[src/rtl/wn_phase_decompensation.sv]
// wn_phase_decompensation: removes per-symbol carrier phase pre-compensation by
// multiplying each IQ sample with the conjugate of the symbol's phase word.
`default_nettype none

module wn_phase_decompensation #(
   parameter int SC_PER_SYMBOL    = 1584,
   parameter int SYMBOLS_PER_SLOT = 14
) (
   input  logic        clock,
   input  logic        reset_n,
   input  logic [7:0]  config_in_tdata,
   input  logic        config_in_tvalid,
   output logic        config_in_tready,
   input  logic [31:0] phase_in_tdata,
   input  logic        phase_in_tvalid,
   output logic        phase_in_tready,
   input  logic [31:0] data_in_tdata,
   input  logic        data_in_tlast,
   input  logic        data_in_tvalid,
   output logic        data_in_tready,
   output logic [31:0] data_out_tdata,
   output logic        data_out_tlast,
   output logic        data_out_tvalid,
   input  logic        data_out_tready,
   output logic        tlast_error
);

   localparam int SC_W  = (SC_PER_SYMBOL > 1)    ? $clog2(SC_PER_SYMBOL)    : 1;
   localparam int SYM_W = (SYMBOLS_PER_SLOT > 1) ? $clog2(SYMBOLS_PER_SLOT) : 1;
   localparam logic [SC_W-1:0]  SC_LAST  = SC_W'(SC_PER_SYMBOL - 1);
   localparam logic [SYM_W-1:0] SYM_LAST = SYM_W'(SYMBOLS_PER_SLOT - 1);

   localparam logic [1:0] S_IDLE   = 2'd0;
   localparam logic [1:0] S_LOAD   = 2'd1;
   localparam logic [1:0] S_STREAM = 2'd2;

   logic [1:0]       state;
   logic [1:0]       state_nxt;
   logic             run;
   logic             enable;
   logic [15:0]      phase_cos;
   logic [15:0]      phase_sin;
   logic [SC_W-1:0]  sc;
   logic [SYM_W-1:0] sym;

   logic advance;
   logic cfg_xfer;
   logic phase_xfer;
   logic data_xfer;
   logic sym_done;
   logic slot_last;
   logic unused_cfg_bits;

   logic signed [15:0] dr, di, pr, pi;

   logic               s1_valid, s1_last, s1_bypass;
   logic [31:0]        s1_raw;
   logic signed [31:0] pp_rr, pp_ii, pp_ir, pp_ri;
   logic               s2_valid, s2_last, s2_bypass;
   logic [31:0]        s2_raw;
   logic signed [32:0] sum_r, sum_i;

   function automatic logic [15:0] round_sat(input logic signed [32:0] s);
      logic signed [33:0] r;
      r = (34'(s) + 34'sd16384) >>> 15;
      if (r > 34'sd32767)
         return 16'h7FFF;
      else if (r < -34'sd32768)
         return 16'h8000;
      else
         return r[15:0];
   endfunction

   assign unused_cfg_bits = ^config_in_tdata[7:1];

   assign advance    = !data_out_tvalid || data_out_tready;
   assign cfg_xfer   = config_in_tvalid && config_in_tready;
   assign phase_xfer = phase_in_tvalid && phase_in_tready;
   assign data_xfer  = data_in_tvalid && data_in_tready;
   assign sym_done   = data_xfer && (sc == SC_LAST);
   assign slot_last  = (sc == SC_LAST) && (sym == SYM_LAST);

   assign dr = data_in_tdata[15:0];
   assign di = data_in_tdata[31:16];
   assign pr = phase_cos;
   assign pi = phase_sin;

   // run holds every ready low during reset and for the first edge after release
   always_ff @(posedge clock or negedge reset_n) begin
      if (!reset_n) begin
         state <= S_IDLE;
         run   <= 1'b0;
      end else begin
         state <= state_nxt;
         run   <= 1'b1;
      end
   end

   always_comb begin
      state_nxt = state;
      case (state)
         S_IDLE:   if (cfg_xfer)   state_nxt = S_LOAD;
         S_LOAD:   if (phase_xfer) state_nxt = S_STREAM;
         S_STREAM: if (sym_done)   state_nxt = (sym == SYM_LAST) ? S_IDLE : S_LOAD;
         default:                  state_nxt = S_IDLE;
      endcase
   end

   always_comb begin
      config_in_tready = run && (state == S_IDLE);
      phase_in_tready  = run && (state == S_LOAD);
      data_in_tready   = run && (state == S_STREAM) && advance;
   end

   always_ff @(posedge clock or negedge reset_n) begin
      if (!reset_n) begin
         enable      <= 1'b0;
         phase_cos   <= 16'd0;
         phase_sin   <= 16'd0;
         sc          <= '0;
         sym         <= '0;
         tlast_error <= 1'b0;
      end else begin
         if (cfg_xfer)
            enable <= config_in_tdata[0];
         if (phase_xfer) begin
            phase_cos <= phase_in_tdata[15:0];
            phase_sin <= phase_in_tdata[31:16];
         end
         if (data_xfer) begin
            if (data_in_tlast != slot_last)
               tlast_error <= 1'b1;
            if (sc == SC_LAST) begin
               sc  <= '0;
               sym <= (sym == SYM_LAST) ? '0 : sym + SYM_W'(1);
            end else begin
               sc <= sc + SC_W'(1);
            end
         end
      end
   end

   // All three stages move together; each sample carries its own phase products and flags
   always_ff @(posedge clock or negedge reset_n) begin
      if (!reset_n) begin
         s1_valid        <= 1'b0;
         s1_last         <= 1'b0;
         s1_bypass       <= 1'b0;
         s1_raw          <= '0;
         pp_rr           <= '0;
         pp_ii           <= '0;
         pp_ir           <= '0;
         pp_ri           <= '0;
         s2_valid        <= 1'b0;
         s2_last         <= 1'b0;
         s2_bypass       <= 1'b0;
         s2_raw          <= '0;
         sum_r           <= '0;
         sum_i           <= '0;
         data_out_tvalid <= 1'b0;
         data_out_tlast  <= 1'b0;
         data_out_tdata  <= '0;
      end else if (advance) begin
         s1_valid <= data_xfer;
         if (data_xfer) begin
            s1_last   <= slot_last;
            s1_bypass <= !enable;
            s1_raw    <= data_in_tdata;
            pp_rr     <= dr * pr;
            pp_ii     <= di * pi;
            pp_ir     <= di * pr;
            pp_ri     <= dr * pi;
         end
         s2_valid  <= s1_valid;
         s2_last   <= s1_last;
         s2_bypass <= s1_bypass;
         s2_raw    <= s1_raw;
         sum_r     <= 33'(pp_rr) + 33'(pp_ii);
         sum_i     <= 33'(pp_ir) - 33'(pp_ri);
         data_out_tvalid <= s2_valid;
         data_out_tlast  <= s2_valid && s2_last;
         data_out_tdata  <= s2_bypass ? s2_raw : {round_sat(sum_i), round_sat(sum_r)};
      end
   end

endmodule

`default_nettype wire

[config.mk]
export PLATFORM = sky130hd
export DESIGN_NAME = wn_phase_decompensation
export DESIGN_NICKNAME = d
export VERILOG_FILES = /design/src/rtl/wn_phase_decompensation.sv
export SDC_FILE = /design/constraint.sdc
export NUM_CORES = 2
export LEC_CHECK = 0
export CAP_MARGIN = 15
export CORE_MARGIN = 8
export CORE_UTILIZATION = 57
export CTS_CLUSTER_SIZE = 14
export DETAILED_ROUTE_END_ITERATION = 8
export DONT_BUFFER_PORTS = 1
export PLACE_DENSITY_LB_ADDON = 0.05
export SLEW_MARGIN = 10
export SYNTH_ARGS = -nofsm -noshare
export SYNTH_HDL_FRONTEND = slang
export SYNTH_SLANG_ARGS = --single-unit
[constraint.sdc]
create_clock -name clock -period 8.12 [get_ports clock]
set_input_delay 1.624 -clock clock [delete_from_list [all_inputs] [get_ports clock]]
set_output_delay 1.624 -clock clock [all_outputs]
set_load 0.01 [all_outputs]
==> results.md <==
- Status: completed
- Crit-path cells: buf_4, buf_4, nand2_1, fa_1, fa_1, fa_1, fa_1, inv_1, fa_1, fa_1, ha_1, nand3_1, o211ai_1, a31oi_1, o31ai_1, nand4_1, a2bb2oi_1, a21oi_1, xnor2_1, o21ai_0
- Post-Route WL: 138000 µm
- Slew HR: 0.206
- Worst skew pair latency: 0.64 ns
- Unique masters post-synth: 82
- Share of cells above drive strength 1: 0.0354
- Area leader, netlist: fa_1
- Syn Nets: 7492
- Critical path's slowest cell: dfrtp_1
- Type of the worst setup path: flop to flop
- Via count: 39000
- Clock Tree Buf Depth: 3
- Fin. Hold Viols: 0
- Global-route wire length before repair: 227000 µm
- FFs w/ async S/R, synth: 1.00
- Placement Rows: 113
- Commonest cells in the synthesized netlist: 1198 x inv_1, 1048 x fa_1, 967 x nand2_1, 501 x and2_1, 393 x ha_1
- Critical Path RT: 8.58 ns
- Fin Clk Skew: 0.0290 ns
- CP peak stage delay: 0.80 ns
- Num CTS Buffers: 43
- TritonCTS Sinks: 322
- Core footprint: 0.0949 mm²
- Worst Path Max Fanout: 13
- Multi-input logic area: 0.0409 mm²
- Setup_tns: 0 ns
- Initial antenna violation count: 4
- CP most frequent cell: fa_1
- Gr usage total: 0.271
- Post-synthesis cell count: 5972
- First-pass detailed-route iteration total: 6
- Critical Path Source: phase_cos[1]
- Crit share post-route: 0.903
- Final Critical Period: 7.33 ns
- Reg2Reg Depth: 20
- CP Data Arrival Time: 7.79 ns
- Htree depth: 2
- Antenna Nets Post-Route: 0
- CP Launch Type: flop
- Main synth FF type: dfrtp_1
- Initial core utilization: 0.574
- Vias in the first global route: 40100
- Setup Viol. Count Final: 0
- Most common cell in the synthesized netlist: inv_1
- Synth Cell Area: 0.0545 mm²
- Hold WS: 0.455 ns
- # nets final: 7333
- Area grow syn2layout: 4.66%
- Die height: 325 µm
- Sequential fraction of the synthesis area: 0.148
- RePlAce Congestion: 0.885
- IO Count: 117
- Post-synth EDFFs: 0
- Min-Delay Path Class: flop to flop
- Area taken by flip-flops and latches: 0.00806 mm²
- DP HPWL: 106000 µm
- Yosys warning total: 0
- RR Startpoint: phase_cos[1]
- FILL cells: 8521
- Port-buffer cells: 0
- RSZ-0062 raised after global routing: false
- #FFs+latches synth: 322
- CTS tree: done
- Clk pin slew, worst setup/hold paths: 0.06 ns
- Via density per instance: 5.48
- Syn_area_per_cell: 9.12 µm²
- Final Max Slew Viols: 0
- Hold buffers post-CTS: 0
- Postcts setup bufs: 0
- Initial drt markers: 2654
- Grt ovf: 0
- DRC: 0
- Root buf cell: clkbuf_16
- Fmax: 0.136 GHz
- Die X: 325 µm
- Die Area: 0.106 mm²
- WHS Path Cells: 2
- CP endpoint kind: flop
- Cts repair resizes: 0
- Hold_sp: pp_ir[0]
- MaxCap Viol Count: 0
- Largest net degree at the start of global routing: 323
- Top post-synthesis cells by area: fa_1 39%, dfrtp_1 15%, ha_1 9.0%
- Area fraction of the dominant cell type after synthesis: 0.385
- Drt wl/cell: 19.4 µm
- Worst Max-Slew Pin Slew: 1.19 ns
## registers in the layout, summed over array words and instances, names as in the netlist, 2 cells and up
register        cells
phase_cos          16
s2_raw             32
phase_sin          16
data_out_tdata     32
state               2
sym                 4
s1_raw             32
pp_ri              32
sum_i              19
pp_ii              32
sum_r              19
pp_rr              32
pp_ir              32
sc                 11
## kinds of logic after synthesis
group / count (synthesis) / synth area share
other cells: 1 / 0.0000689
simple gates: 1849 / 0.160
xor+xnor: 194 / 0.0312
buf+inv: 1472 / 0.102
compound gates: 638 / 0.0725
fa+ha+maj: 1441 / 0.475
flops: 322 / 0.148
mux: 55 / 0.0110
## layer usage
layer / wire (µm) / track usage
met1: 63100 / 0.403
met2: 61100 / 0.413
met3: 9520 / 0.0392
met4: 4470 / 0.0763
met5: 11 / 0
## per-stage QoR
step                 util  area, µm²  setup slack [ns]  instances
floorplan               -      54500             0.729       5972
global placement    0.586      55600             0.488       7033
detailed placement  0.586      55600             0.395       7033
CTS                 0.601      57000             0.960       7110
global route        0.601      57000             0.488       7110
finish              0.601      57000             0.790       7112
## cell usage in the layout, fill, tap and decap left out, types with 43 or more instances in the layout
master / netlist / final
inv_1: 1198 / 1198
fa_1: 1048 / 1048
nand2_1: 967 / 966
and2_1: 501 / 500
ha_1: 393 / 393
dfrtp_1: 322 / 322
o21ai_0: 223 / 223
nor2_1: 155 / 155
a21oi_1: 140 / 140
xnor2_1: 121 / 121
a21o_1: 74 / 74
xor2_1: 73 / 73
buf_4: 0 / 68
nand3_1: 54 / 54
clkbuf_16: 0 / 43
## path summary, 6_finish.rpt
check	endpoint	slack (ns)
hold reg to reg	pp_ir[0]	0.46
setup / recovery	pp_rr[30]	0.79
max in group asynchronous	phase_sin[15]	6.72
hold / removal	pp_ir[0]	0.46
setup reg to reg	pp_rr[30]	0.79
min in group asynchronous	data_out_tdata[21]	0.71
## cell type report
class                           count  area share
Multi-Input combinational cell   4178       0.718
Clock buffer                       53      0.0206
Inverter                         1199      0.0790
Tap cell                         1265      0.0278
Clock inverter                     24     0.00441
Timing Repair Buffer               69     0.00931
Sequential cell                   322       0.141
Antenna cell                        2   0.0000878
## worst max-delay path, delay by kind of cell (launching register included)
family | cells | cell delay [ns]
and+or+nand+nor | 3 | 0.57
xor gates and xnor gates | 1 | 0.13
buffers and inverters | 3 | 0.64
adders and majority gates | 7 | 3.39
AOI/OAI and AO/OA | 6 | 1.62
DFF | 1 | 0.80
Power is not shown: default switching activity piles up to over one toggle a cycle in this logic, so the estimate is an artifact.
